**src/rtl/single_cycle_cpu.sv**
```systemverilog
// Single-cycle MIPS-subset SoC: program ROM, data RAM, LED/switch/7-segment and UART MMIO.
// The built-in program reads two bytes over UART and returns their GCD on UART, LEDs and display.
module single_cycle_cpu #(
    parameter int unsigned CLK_FREQ = 100_000_000,
    parameter int unsigned BAUD     = 9600,
    parameter int unsigned SCAN_DIV = 100_000
) (
    input  logic        sysclk,
    input  logic        reset,
    input  logic [7:0]  switch,
    output logic [7:0]  led,
    output logic [11:0] digi,
    input  logic        UART_RX,
    output logic        UART_TX
);
    localparam int unsigned BAUD_DIV = (CLK_FREQ + BAUD / 2) / BAUD;
    localparam int unsigned HALF_DIV = BAUD_DIV / 2;

    localparam logic [5:0] OP_RTYPE = 6'h00, OP_J = 6'h02, OP_BEQ = 6'h04, OP_BNE = 6'h05,
                           OP_ADDI = 6'h08, OP_ANDI = 6'h0C, OP_LW = 6'h23, OP_SW = 6'h2B;
    localparam logic [5:0] FN_ADD = 6'h20, FN_SUB = 6'h22, FN_AND = 6'h24, FN_OR = 6'h25,
                           FN_SLT = 6'h2A;

    typedef enum logic [1:0] {RX_IDLE, RX_START, RX_DATA, RX_STOP} rx_state_t;

    // GCD program; $8 is built up to the MMIO base 0x40000000 because there is no lui.
    function automatic logic [31:0] rom_word(input logic [5:0] a);
        if (a >= 6'd1 && a <= 6'd16) return 32'h01084020;
        case (a)
            6'd0:  return 32'h20084000;
            6'd17: return 32'h8D090018;
            6'd18: return 32'h31290001;
            6'd19: return 32'h1120FFFD;
            6'd20: return 32'h8D0A0014;
            6'd21: return 32'h8D090018;
            6'd22: return 32'h31290001;
            6'd23: return 32'h1120FFFD;
            6'd24: return 32'h8D0B0014;
            6'd25: return 32'h11400008;
            6'd26: return 32'h11600008;
            6'd27: return 32'h114B0007;
            6'd28: return 32'h014B602A;
            6'd29: return 32'h15800002;
            6'd30: return 32'h014B5022;
            6'd31: return 32'h0800001B;
            6'd32: return 32'h016A5822;
            6'd33: return 32'h0800001B;
            6'd34: return 32'h01605020;
            6'd35: return 32'hAD0A0000;
            6'd36: return 32'hAD0A0008;
            6'd37: return 32'h8D090018;
            6'd38: return 32'h31290002;
            6'd39: return 32'h1520FFFD;
            6'd40: return 32'hAD0A0010;
            6'd41: return 32'h08000011;
            default: return 32'h0;
        endcase
    endfunction

    function automatic logic [7:0] seg_font(input logic [3:0] n);
        case (n)
            4'h0: return 8'hC0;  4'h1: return 8'hF9;  4'h2: return 8'hA4;  4'h3: return 8'hB0;
            4'h4: return 8'h99;  4'h5: return 8'h92;  4'h6: return 8'h82;  4'h7: return 8'hF8;
            4'h8: return 8'h80;  4'h9: return 8'h90;  4'hA: return 8'h88;  4'hB: return 8'h83;
            4'hC: return 8'hC6;  4'hD: return 8'hA1;  4'hE: return 8'h86;  default: return 8'h8E;
        endcase
    endfunction

    logic [31:0] pc_q, pc_d, pc_plus4;
    logic [31:0] rf_q   [32];
    logic [31:0] dmem_q [32];
    logic [7:0]  led_q, led_d;
    logic [15:0] disp_q, disp_d;
    rx_state_t   rx_state_q, rx_state_d;
    logic [2:0]  rx_sync_q, rx_bit_q, rx_bit_d;
    logic [31:0] rx_cnt_q, rx_cnt_d, tx_cnt_q, tx_cnt_d, scan_cnt_q, scan_cnt_d;
    logic [7:0]  rx_shift_q, rx_shift_d, rx_data_q, rx_data_d;
    logic        rx_valid_q, rx_valid_d, tx_busy_q, tx_busy_d;
    logic [9:0]  tx_shift_q, tx_shift_d;
    logic [3:0]  tx_bit_q, tx_bit_d;
    logic [1:0]  digit_q, digit_d;

    logic [31:0] instr, rs_val, rt_val, simm, zimm, alu, rdata, rf_wdata;
    logic [4:0]  rf_waddr;
    logic [2:0]  reg_idx;
    logic        rf_we, mem_rd, mem_wr, mmio_sel, dmem_sel, mmio_wr, rx_rd;

    assign instr    = rom_word(pc_q[7:2]);
    assign rs_val   = rf_q[instr[25:21]];
    assign rt_val   = rf_q[instr[20:16]];
    assign simm     = {{16{instr[15]}}, instr[15:0]};
    assign zimm     = {16'h0, instr[15:0]};
    assign pc_plus4 = pc_q + 32'd4;

    // NOTE: every combinational output gets a default first so no path leaves it unassigned (no latches).
    always_comb begin
        alu      = '0;
        rf_we    = 1'b0;
        rf_waddr = instr[20:16];
        mem_rd   = 1'b0;
        mem_wr   = 1'b0;
        pc_d     = pc_plus4;
        case (instr[31:26])
            OP_RTYPE: if (instr[10:6] == 5'd0) begin
                rf_we    = 1'b1;
                rf_waddr = instr[15:11];
                case (instr[5:0])
                    FN_ADD:  alu = rs_val + rt_val;
                    FN_SUB:  alu = rs_val - rt_val;
                    FN_AND:  alu = rs_val & rt_val;
                    FN_OR:   alu = rs_val | rt_val;
                    FN_SLT:  alu = {31'h0, $signed(rs_val) < $signed(rt_val)};
                    default: rf_we = 1'b0;
                endcase
            end
            OP_ADDI: begin alu = rs_val + simm; rf_we = 1'b1; end
            OP_ANDI: begin alu = rs_val & zimm; rf_we = 1'b1; end
            OP_LW:   begin alu = rs_val + simm; rf_we = 1'b1; mem_rd = 1'b1; end
            OP_SW:   begin alu = rs_val + simm; mem_wr = 1'b1; end
            OP_BEQ:  if (rs_val == rt_val) pc_d = pc_plus4 + (simm << 2);
            OP_BNE:  if (rs_val != rt_val) pc_d = pc_plus4 + (simm << 2);
            OP_J:    pc_d = {pc_plus4[31:28], instr[25:0], 2'b00};
            default: ;
        endcase
        if (rf_waddr == 5'd0) rf_we = 1'b0;
    end

    assign mmio_sel = (alu[31:5] == 27'h200_0000) && (alu[1:0] == 2'b00);
    assign dmem_sel = (alu[31:7] == 25'h0) && (alu[1:0] == 2'b00);
    assign reg_idx  = alu[4:2];
    assign mmio_wr  = mem_wr && mmio_sel;
    assign rx_rd    = mem_rd && mmio_sel && (reg_idx == 3'd5);

    always_comb begin
        rdata = '0;
        if (dmem_sel) begin
            rdata = dmem_q[alu[6:2]];
        end else if (mmio_sel) begin
            case (reg_idx)
                3'd0:    rdata = {24'h0, led_q};
                3'd1:    rdata = {24'h0, switch};
                3'd2:    rdata = {16'h0, disp_q};
                3'd5:    rdata = {24'h0, rx_data_q};
                3'd6:    rdata = {30'h0, tx_busy_q, rx_valid_q};
                default: rdata = '0;
            endcase
        end
        rf_wdata = mem_rd ? rdata : alu;
    end

    always_comb begin
        led_d      = led_q;
        disp_d     = disp_q;
        tx_busy_d  = tx_busy_q;
        tx_shift_d = tx_shift_q;
        tx_cnt_d   = tx_cnt_q;
        tx_bit_d   = tx_bit_q;
        rx_state_d = rx_state_q;
        rx_cnt_d   = rx_cnt_q;
        rx_bit_d   = rx_bit_q;
        rx_shift_d = rx_shift_q;
        rx_data_d  = rx_data_q;
        rx_valid_d = rx_valid_q;
        scan_cnt_d = scan_cnt_q + 32'd1;
        digit_d    = digit_q;

        if (mmio_wr && reg_idx == 3'd0) led_d  = rt_val[7:0];
        if (mmio_wr && reg_idx == 3'd2) disp_d = rt_val[15:0];

        if (tx_busy_q) begin
            tx_cnt_d = tx_cnt_q + 32'd1;
            if (tx_cnt_q == BAUD_DIV - 1) begin
                tx_cnt_d   = '0;
                tx_shift_d = {1'b1, tx_shift_q[9:1]};
                tx_bit_d   = tx_bit_q + 4'd1;
                if (tx_bit_q == 4'd9) tx_busy_d = 1'b0;
            end
        end else if (mmio_wr && reg_idx == 3'd4) begin
            tx_busy_d  = 1'b1;
            tx_shift_d = {1'b1, rt_val[7:0], 1'b0};
            tx_cnt_d   = '0;
            tx_bit_d   = '0;
        end

        // A byte completing in the same cycle as a read of RX data wins: it sets rx_valid again.
        if (rx_rd) rx_valid_d = 1'b0;
        rx_cnt_d = rx_cnt_q + 32'd1;
        case (rx_state_q)
            RX_IDLE: if (rx_sync_q[2] && !rx_sync_q[1]) begin
                rx_state_d = RX_START;
                rx_cnt_d   = '0;
            end
            RX_START: if (rx_cnt_q == HALF_DIV - 1) begin
                rx_cnt_d   = '0;
                rx_bit_d   = '0;
                rx_state_d = rx_sync_q[1] ? RX_IDLE : RX_DATA;
            end
            RX_DATA: if (rx_cnt_q == BAUD_DIV - 1) begin
                rx_cnt_d   = '0;
                rx_shift_d = {rx_sync_q[1], rx_shift_q[7:1]};
                rx_bit_d   = rx_bit_q + 3'd1;
                if (rx_bit_q == 3'd7) rx_state_d = RX_STOP;
            end
            RX_STOP: if (rx_cnt_q == BAUD_DIV - 1) begin
                rx_cnt_d   = '0;
                rx_state_d = RX_IDLE;
                if (rx_sync_q[1]) begin
                    rx_data_d  = rx_shift_q;
                    rx_valid_d = 1'b1;
                end
            end
            default: rx_state_d = RX_IDLE;
        endcase

        if (scan_cnt_q == SCAN_DIV - 1) begin
            scan_cnt_d = '0;
            digit_d    = digit_q + 2'd1;
        end
    end

    // NOTE: register file and data RAM are cleared by reset, so both are built from resettable flops.
    always_ff @(posedge sysclk or negedge reset) begin
        if (!reset) begin
            pc_q <= '0;
            for (int i = 0; i < 32; i++) begin
                rf_q[i]   <= '0;
                dmem_q[i] <= '0;
            end
            led_q      <= '0;
            disp_q     <= '0;
            tx_busy_q  <= 1'b0;
            tx_shift_q <= '1;
            tx_cnt_q   <= '0;
            tx_bit_q   <= '0;
            rx_sync_q  <= 3'b111;
            rx_state_q <= RX_IDLE;
            rx_cnt_q   <= '0;
            rx_bit_q   <= '0;
            rx_shift_q <= '0;
            rx_data_q  <= '0;
            rx_valid_q <= 1'b0;
            scan_cnt_q <= '0;
            digit_q    <= '0;
        end else begin
            // NOTE: state updates are non-blocking so every flop sees the pre-edge values.
            pc_q <= pc_d;
            if (rf_we) rf_q[rf_waddr] <= rf_wdata;
            if (mem_wr && dmem_sel) dmem_q[alu[6:2]] <= rt_val;
            led_q      <= led_d;
            disp_q     <= disp_d;
            tx_busy_q  <= tx_busy_d;
            tx_shift_q <= tx_shift_d;
            tx_cnt_q   <= tx_cnt_d;
            tx_bit_q   <= tx_bit_d;
            rx_sync_q  <= {rx_sync_q[1:0], UART_RX};
            rx_state_q <= rx_state_d;
            rx_cnt_q   <= rx_cnt_d;
            rx_bit_q   <= rx_bit_d;
            rx_shift_q <= rx_shift_d;
            rx_data_q  <= rx_data_d;
            rx_valid_q <= rx_valid_d;
            scan_cnt_q <= scan_cnt_d;
            digit_q    <= digit_d;
        end
    end

    always_comb begin
        digi[11:8] = ~(4'b0001 << digit_q);
        case (digit_q)
            2'd0:    digi[7:0] = seg_font(disp_q[3:0]);
            2'd1:    digi[7:0] = seg_font(disp_q[7:4]);
            2'd2:    digi[7:0] = seg_font(disp_q[11:8]);
            default: digi[7:0] = seg_font(disp_q[15:12]);
        endcase
    end

    assign led     = led_q;
    assign UART_TX = tx_busy_q ? tx_shift_q[0] : 1'b1;
endmodule

```
**config.mk**
```make
export PLATFORM = sky130hd
export DESIGN_NAME = single_cycle_cpu
export DESIGN_NICKNAME = d
export VERILOG_FILES = /design/src/rtl/single_cycle_cpu.sv
export SDC_FILE = /design/constraint.sdc
export NUM_CORES = 2
export LEC_CHECK = 0
export ABC_AREA = 1
export ABC_CLOCK_PERIOD_IN_PS = 10150
export BUFFER_PORTS_ARGS = -buffer_cell sky130_fd_sc_hd__buf_2
export CORE_MARGIN = 5
export CORE_UTILIZATION = 45
export CTS_CLUSTER_SIZE = 14
export DETAILED_ROUTE_END_ITERATION = 7
export SLEW_MARGIN = 20
export SYNTH_ARGS = -nofsm -noshare
export SYNTH_HDL_FRONTEND = slang
export SYNTH_SLANG_ARGS = --single-unit
```
**constraint.sdc**
```tcl
create_clock -name sysclk -period 10.15 [get_ports sysclk]
set_input_delay 1.015 -clock sysclk [delete_from_list [all_inputs] [get_ports sysclk]]
set_output_delay 1.015 -clock sysclk [all_outputs]
set_load 0.05 [all_outputs]
```
# Word level (Yosys, flattened, before mapping)
# Memories as Yosys holds them, arrays and structs flattened.
# Cells that the tools add are included.
dict set report totals {
  ff_bits 2242
  latchBits 0
  ramBits 0
  rom_bits 2240
  in_bits 11
  out_inout_bits 21
  wordCells 254
  mem_count 5
}
# memory words width read_ports rd_ports_with_merged_regs write_ports line
set memory_table {}
lappend memory_table {{(no name shown)} 64 28 1 0 0 29} ;# case (a)
lappend memory_table {{(no name shown)} 16 7 1 0 0 61} ;# case (n)
lappend memory_table {{(no name shown)} 16 7 1 0 0 61}
lappend memory_table {{(no name shown)} 16 7 1 0 0 61}
lappend memory_table {{(no name shown)} 16 7 1 0 0 61}
dict set report op_classes {
  add_sub_neg 11
  multipliers 0
  n_div 0
  n_lt_le_gt_ge 9
  eq_ne 37
  shifts 1
  muxes 70
  n_bitwise 8
  n_reduce_logical 33
}
# cell n
set op_table {}
lappend op_table {{$bwmux 1024} 2}
lappend op_table {{$mux 32} 22}
lappend op_table {{$bmux 32 s5} 3}
lappend op_table {{$demux 32 s5} 2}
lappend op_table {{$pmux 32 s3} 3}
lappend op_table {{$pmux 32 s5} 1}
lappend op_table {{$add 32x1->32 const B} 3}
lappend op_table {{$add 32x32->32} 3}
lappend op_table {{$pmux 16 s5} 1}
lappend op_table {{$eq 32x14->1 const B} 2}
lappend op_table {{$eq 6x6->1 const B} 7}
lappend op_table {{$add 32x3->32 const B} 1}
lappend op_table {{$and 32x16->32} 1}
lappend op_table {{$and 32x32->32} 1}
lappend op_table {{$eq 32x13->1 const B} 1}
lappend op_table {{$eq 32x17->1 const B} 1}
lappend op_table {{$eq 32x32->1} 1}
lappend op_table {{$lt 32x32->1} 1}
lappend op_table {{$ne 32x32->1} 1}
lappend op_table {{$or 32x32->32} 1}
lappend op_table {{$sub 32x32->32} 1}
lappend op_table {{$mux 10} 3}
lappend op_table {{$eq 27x26->1 const B} 1}
lappend op_table {{$logic_not 25->1} 1}
lappend op_table {{other kinds (44)} 105}

# Logic depth before layout (Yosys ltp)
dict set report logic_depth {
  word_depth 20
  depth_mapped 50
  ltp_nobuf 45
}

# Worst setup path before layout
# OpenSTA, ideal clock, no wires.
dict set report synth_timing {
  path_type {reg-to-reg}
  from {register pc_q[2]}
  to {register rf_q[548] (netlist bit)}
  setup_ns 0.066
  arrival_time_ns 6.963
  required_time_ns 10.084
  setup_slack_ns 3.122
  path_stages_with_launch 44
  path_buffers 8
  synth_period_minus_slack_ns 7.028
  cell_sequence {dfrtp_1 -> buf_2 -> inv_1 -> ha_1 -> inv_1 -> nand2_1 -> nand2_1 -> o21ai_0 -> nor2_1 -> nand2_1 -> o21ai_1 -> inv_1 -> clkbuf_1 -> buf_1 -> nand3_1 -> nand2_1 -> inv_1 -> o21ai_1 -> [8 not listed] -> nand2_1 -> nor2_1 -> nor2_1 -> nor2_1 -> buf_2 -> buf_2 -> buf_2 -> ha_1 -> clkbuf_1 -> inv_1 -> nor2_1 -> or2_2 -> inv_1 -> a31oi_1 -> nand3_1 -> nand3_1 -> nand3_1 -> nand2_1}
}
dict set report synth_between {
  elab_chain_len 19
  word_cells_on_any_way 71
  cone_classes {add/sub (3); order compare (5); eq/ne (14); mux (28); bitwise (7); reduce/logical (13); memory (1)}
}
# item line
set synth_lines {}
lappend synth_lines {{start, declared} 69} ;# logic [31:0] pc_q, pc_d, pc_plus4;
lappend synth_lines {{start signal, assigned} 246} ;# pc_q <= pc_d;
lappend synth_lines {{branches (longest 3 deep; another with $mem_v2 64x28)} n/a}
lappend synth_lines {{$mux 32 *} 29}
lappend synth_lines {{$not 5->6 (not written as such) *} 90} ;# assign rt_val = rf_q[instr[20:16]];
lappend synth_lines {{$bmux 32 s5 *} 90}
lappend synth_lines {{$mux 32 (not written as such) * (2 in a row)} 90}
lappend synth_lines {{net rt_val[2]} 83} ;# logic [31:0] instr, rs_val, rt_val, simm, zimm, alu, rdata, rf_wdata;
lappend synth_lines {{$sub 32x32->32 (tied with other cells)} 109} ;# FN_SUB: alu = rs_val - rt_val;
lappend synth_lines {{$pmux 32 s5 *} 107} ;# case (instr[5:0])
lappend synth_lines {{$mux 32 *} 104} ;# OP_RTYPE: if (instr[10:6] == 5'd0) begin
lappend synth_lines {{$pmux 32 s3 *} 103} ;# case (instr[31:26])
lappend synth_lines {{$not 5->6 (not written as such)} 137} ;# rdata = dmem_q[alu[6:2]];
lappend synth_lines {{$bmux 32 s5} 137}
lappend synth_lines {{$mux 32 (not written as such) (2 in a row)} 137}
lappend synth_lines {{$mux 32} 136} ;# if (dmem_sel) begin
lappend synth_lines {{$mux 32 *} 148} ;# rf_wdata = mem_rd ? rdata : alu;
lappend synth_lines {{$bwmux 1024 *} 247} ;# if (rf_we) rf_q[rf_waddr] <= rf_wdata;
lappend synth_lines {{end signal, assigned by index} 247}
lappend synth_lines {{end, declared} 70} ;# logic [31:0] rf_q [32];
# Mark *: on every way through the listed nets, which the timed path passes. The select of a mux whose other input is x is not followed.
# A chain may end at the register's enable or synchronous reset.

# Worst setup path after layout
dict set report layout_timing {
  from {register pc_q[2]}
  to {register tx_cnt_q[25]}
}
dict set report layout_between {
  elab_chain_len 17
  word_cells_on_any_way 44
  cone_classes {add/sub (3); order compare (3); eq/ne (11); mux (12); bitwise (5); reduce/logical (9); memory (1)}
}
# item line
set layout_lines {}
lappend layout_lines {{branches (longest 3 deep; another with $mem_v2 64x28)} n/a}
lappend layout_lines {{$mux 32 *} 29}
lappend layout_lines {{$not 5->6 (not written as such) *} 90}
lappend layout_lines {{$bmux 32 s5 *} 90}
lappend layout_lines {{$mux 32 (not written as such) * (2 in a row)} 90}
lappend layout_lines {{net rt_val[16]} 83}
lappend layout_lines {{$sub 32x32->32 (tied with other cells)} 109}
lappend layout_lines {{$pmux 32 s5 *} 107}
lappend layout_lines {{$mux 32 *} 104}
lappend layout_lines {{$pmux 32 s3 *} 103}
lappend layout_lines {{$eq 27x26->1 / $logic_not 2->1 (equally long branches)} 128} ;# assign mmio_sel = (alu[31:5] == 27'h200_0000) && (alu[1:0] == 2'b00);
lappend layout_lines {{$logic_and 1x1->1 *} 128}
lappend layout_lines {{$logic_and 1x1->1 *} 131} ;# assign mmio_wr = mem_wr && mmio_sel;
lappend layout_lines {{$logic_and 1x1->1 *} 178} ;# end else if (mmio_wr && reg_idx == 3'd4) begin
lappend layout_lines {{$reduce_bool 2->1 (no line) *} n/a}
lappend layout_lines {{end signal, assigned} 253} ;# tx_cnt_q <= tx_cnt_d;
lappend layout_lines {{end, declared} 76} ;# logic [31:0] rx_cnt_q, rx_cnt_d, tx_cnt_q, tx_cnt_d, scan_cnt_q, scan_cnt_d;
# Marks and branches as above.

==> reports/results.ini <==
[sta]
setup_tns_ps = 0
worstMarginPinSlew_ps = 1190
drv_slew = 0
skew_ps = 62.1
fin_crit_sh = 0.905
setup_viol_count_final = 0
grt_setup_unrepaired = no
hold_viol_final = 0
fmaxAchievable_mhz = 109
min_period_ps = 9180
max_slew_margin = 0.204

[floorplan]
rows = 166
start_util = 0.453
die_y_um = 464
core-area_um2 = 205000
die_area_um2 = 215000
ioPinCount = 32
die_width_um = 464

[route]
dr_total_vias = 83700
drt_pass1_iterations = 7
ant_nets = 0
drc = 0
wl_per_cell_um = 21.8
drtIter0Drc = 8840
via_per_inst = 5.62
routed_wl_mm = 325

[final_layout]
layout-area-overhead-vs-synth_pct = 9.18
layout-drive-gt1-share = 0.0604
final_cells = 14900
utilization = 0.494
fin_nets = 12300

[logic_synthesis]
synthTopCellsByCount = nand2_1 (4339), dfrtp_1 (1691), o21ai_0 (1411), nand3_1 (1135), inv_1 (957)
netlist.top_cell.by_area = dfrtp_1
syn_nets = 12900
synth_seq_area_share = 0.460
synth.avg_cell_area_um2 = 7.33
syn_inst = 12700
syn_area_um2 = 92700
muxShareOfSynthArea = 0.000121
ys_types = 68
synth_top_family_by_area = simple AND/OR/NAND/NOR gates
synth_compound_area_frac = 0.129
synthXorXnorAreaFrac = 0.00680
ys_seq_elements = 1703
synth_top_area_share = 0.456
async_flop_share = 1.00
synth_edf_count = 0
ys.flop_type = dfrtp_1
yosys.area_share.simple = 0.293
yosys_warnings = 0
synth.most_common_cell = nand2_1
synth.area.top_cells = dfrtp_1 (46%), nand2_1 (18%), o21ai_0 (7.6%)
synthAdderAreaFrac = 0.0261

[setup_path]
critPathKind = reg -> reg
slowest_delay_ps = 700
path_max_fanout = 32
startpoint_type = flip-flop
critPathSlowestCell = nor3_1
worst_ep_required_time_ps = 10900
arrival_ps = 9940
critPathCaptureType = flip-flop
worst_path_most_repeated_cell = nand2_1

[power]
irDropWorstVdd_mv = 0.186
power_density_nw_per_um2 = 142
p_leak_nw = 48.0

[clocking]
clockRootBuffer = clkbuf_16
post_cts_buffers = 0
clock-sinks = 1703
numCtsBuffers = 188
clock_latency_ps = 860
cts_tree = yes
cts_max_level = 4
path_clk_slew_ps = 60
clock_path_buffers = 3
cts_resized = 0
cts.hold.buffers_added = 0

[grt]
grt_usage = 0.295
grt_pass1_wl_mm = 497
grt_max_degree = 183
antenna_found_initial = 4
grt_pass1_vias = 80300
globalRouteOverflowTotal = 0

[place]
numPortBuffers = 30
hpwlAfterDp_mm = 210
placed_cells_incl_taps = 14500
gp_congestion = 0.981

[status]
outcome = completed

[flow_run]
max-cap-violations = 0

[worst_hold_path]
min_path_type = in -> async

[where the power goes]
part | switching, W | internal (W)
Sequential | 0.00000886 | 0.00680
Combinational | 0.000204 | 0.0000384
Clock | 0.00293 | 0.00437
Total | 0.00314 | 0.0112
[kinds of logic (layout without fill, tap and decap cells)]
logic type | after synthesis | after routing
adder cells (fa/ha/maj) | 191 | 191
multiplexers | 1 | 1
AO/OA/AOI/OAI | 2238 | 2238
AND/OR/NAND/NOR | 6437 | 6437
other | 1 | 3
buffers and inverters | 2011 | 1569
XOR/XNOR | 72 | 72
flip-flops | 1703 | 1703
[sequential cells by signal, indices dropped and copies added, names as in the netlist, 9 cells and up, named ones only]
signal      flops
rf_q          512
rx_cnt_q       32
disp_q         16
tx_cnt_q       32
dmem_q       1024
tx_shift_q      9
scan_cnt_q     32
[per-layer routing]
layer  track usage  vias to the layer above  wire, µm
met3        0.0422                      606     22600
met4         0.110                        0     12700
met5             0                        -         0
met2         0.467                     3053    147000
li1              -                    39500         -
met1         0.414                    40500    143000
[through the flow]
step | setup slack (ps) | total power [W] | hold WS, ps | area [µm²]
3_5_place_dp | 1080 | 0.00719 | 366 | 94600
4_1_cts | 1070 | 0.0145 | 148 | 101000
2_1_floorplan | 3120 | 0.00700 | 345 | 92700
5_1_grt | 420 | 0.0148 | 173 | 101000
3_3_place_gp | 1240 | 0.00718 | 365 | 94600
6_report | 967 | 0.0144 | 161 | 101000
[cell usage in the layout (no fill, tap or decap), drive strengths merged, types with 3 or more instances in the layout]
master,count
a32o,53
dfrtp,1691
o31ai,4
o211ai,109
buf,246
fa,4
nand3,1153
bufinv,24
o21a,3
o221ai,5
nand2,4370
a21oi,385
clkinv,49
xor2,59
nand4,73
clkbuf,271
nor4,35
xnor2,13
a21o,6
o32ai,3
or2,14
nor3b,6
nor2,473
ha,187
a22oi,4
a31oi,11
dfstp,12
a21boi,7
o22ai,16
inv,973
o21bai,14
o21ai,1606
nor3,87
nand3b,220
clkinvlp,6
[final timing paths]
path                            from           end  slack, ps  cells past startpoint
max in group asynchronous      reset     rf_q[999]       7630                      3
min in group sysclk          UART_RX  rx_sync_q[0]        330                      1
min                            reset   dmem_q[117]        160                      1
max                          pc_q[2]  tx_cnt_q[25]        970                     36
min reg2reg                rf_q[798]     rf_q[798]        370                      0
max reg2reg                  pc_q[2]  tx_cnt_q[25]        970                     36
[area by class of cell]
type                    count  area, µm²
diodes                      2       5.00
clock buffers             271       5490
clock inverters            79       1140
fillers                 20100     104000
inverters                 973       3680
multi-input cells        8940      42700
flip-flops and latches   1703      42600
well taps                2688       3360
repair buffers            246       2270
[critical path, delay by kind of cell, from the launching register on]
kind	cells	cell delay, ps
buf+inv	8	1820
flops	1	600
simple gates	22	4840
fa+ha+maj	2	860
compound gates	4	910
Note: power is estimated with default switching activity, not from simulation.
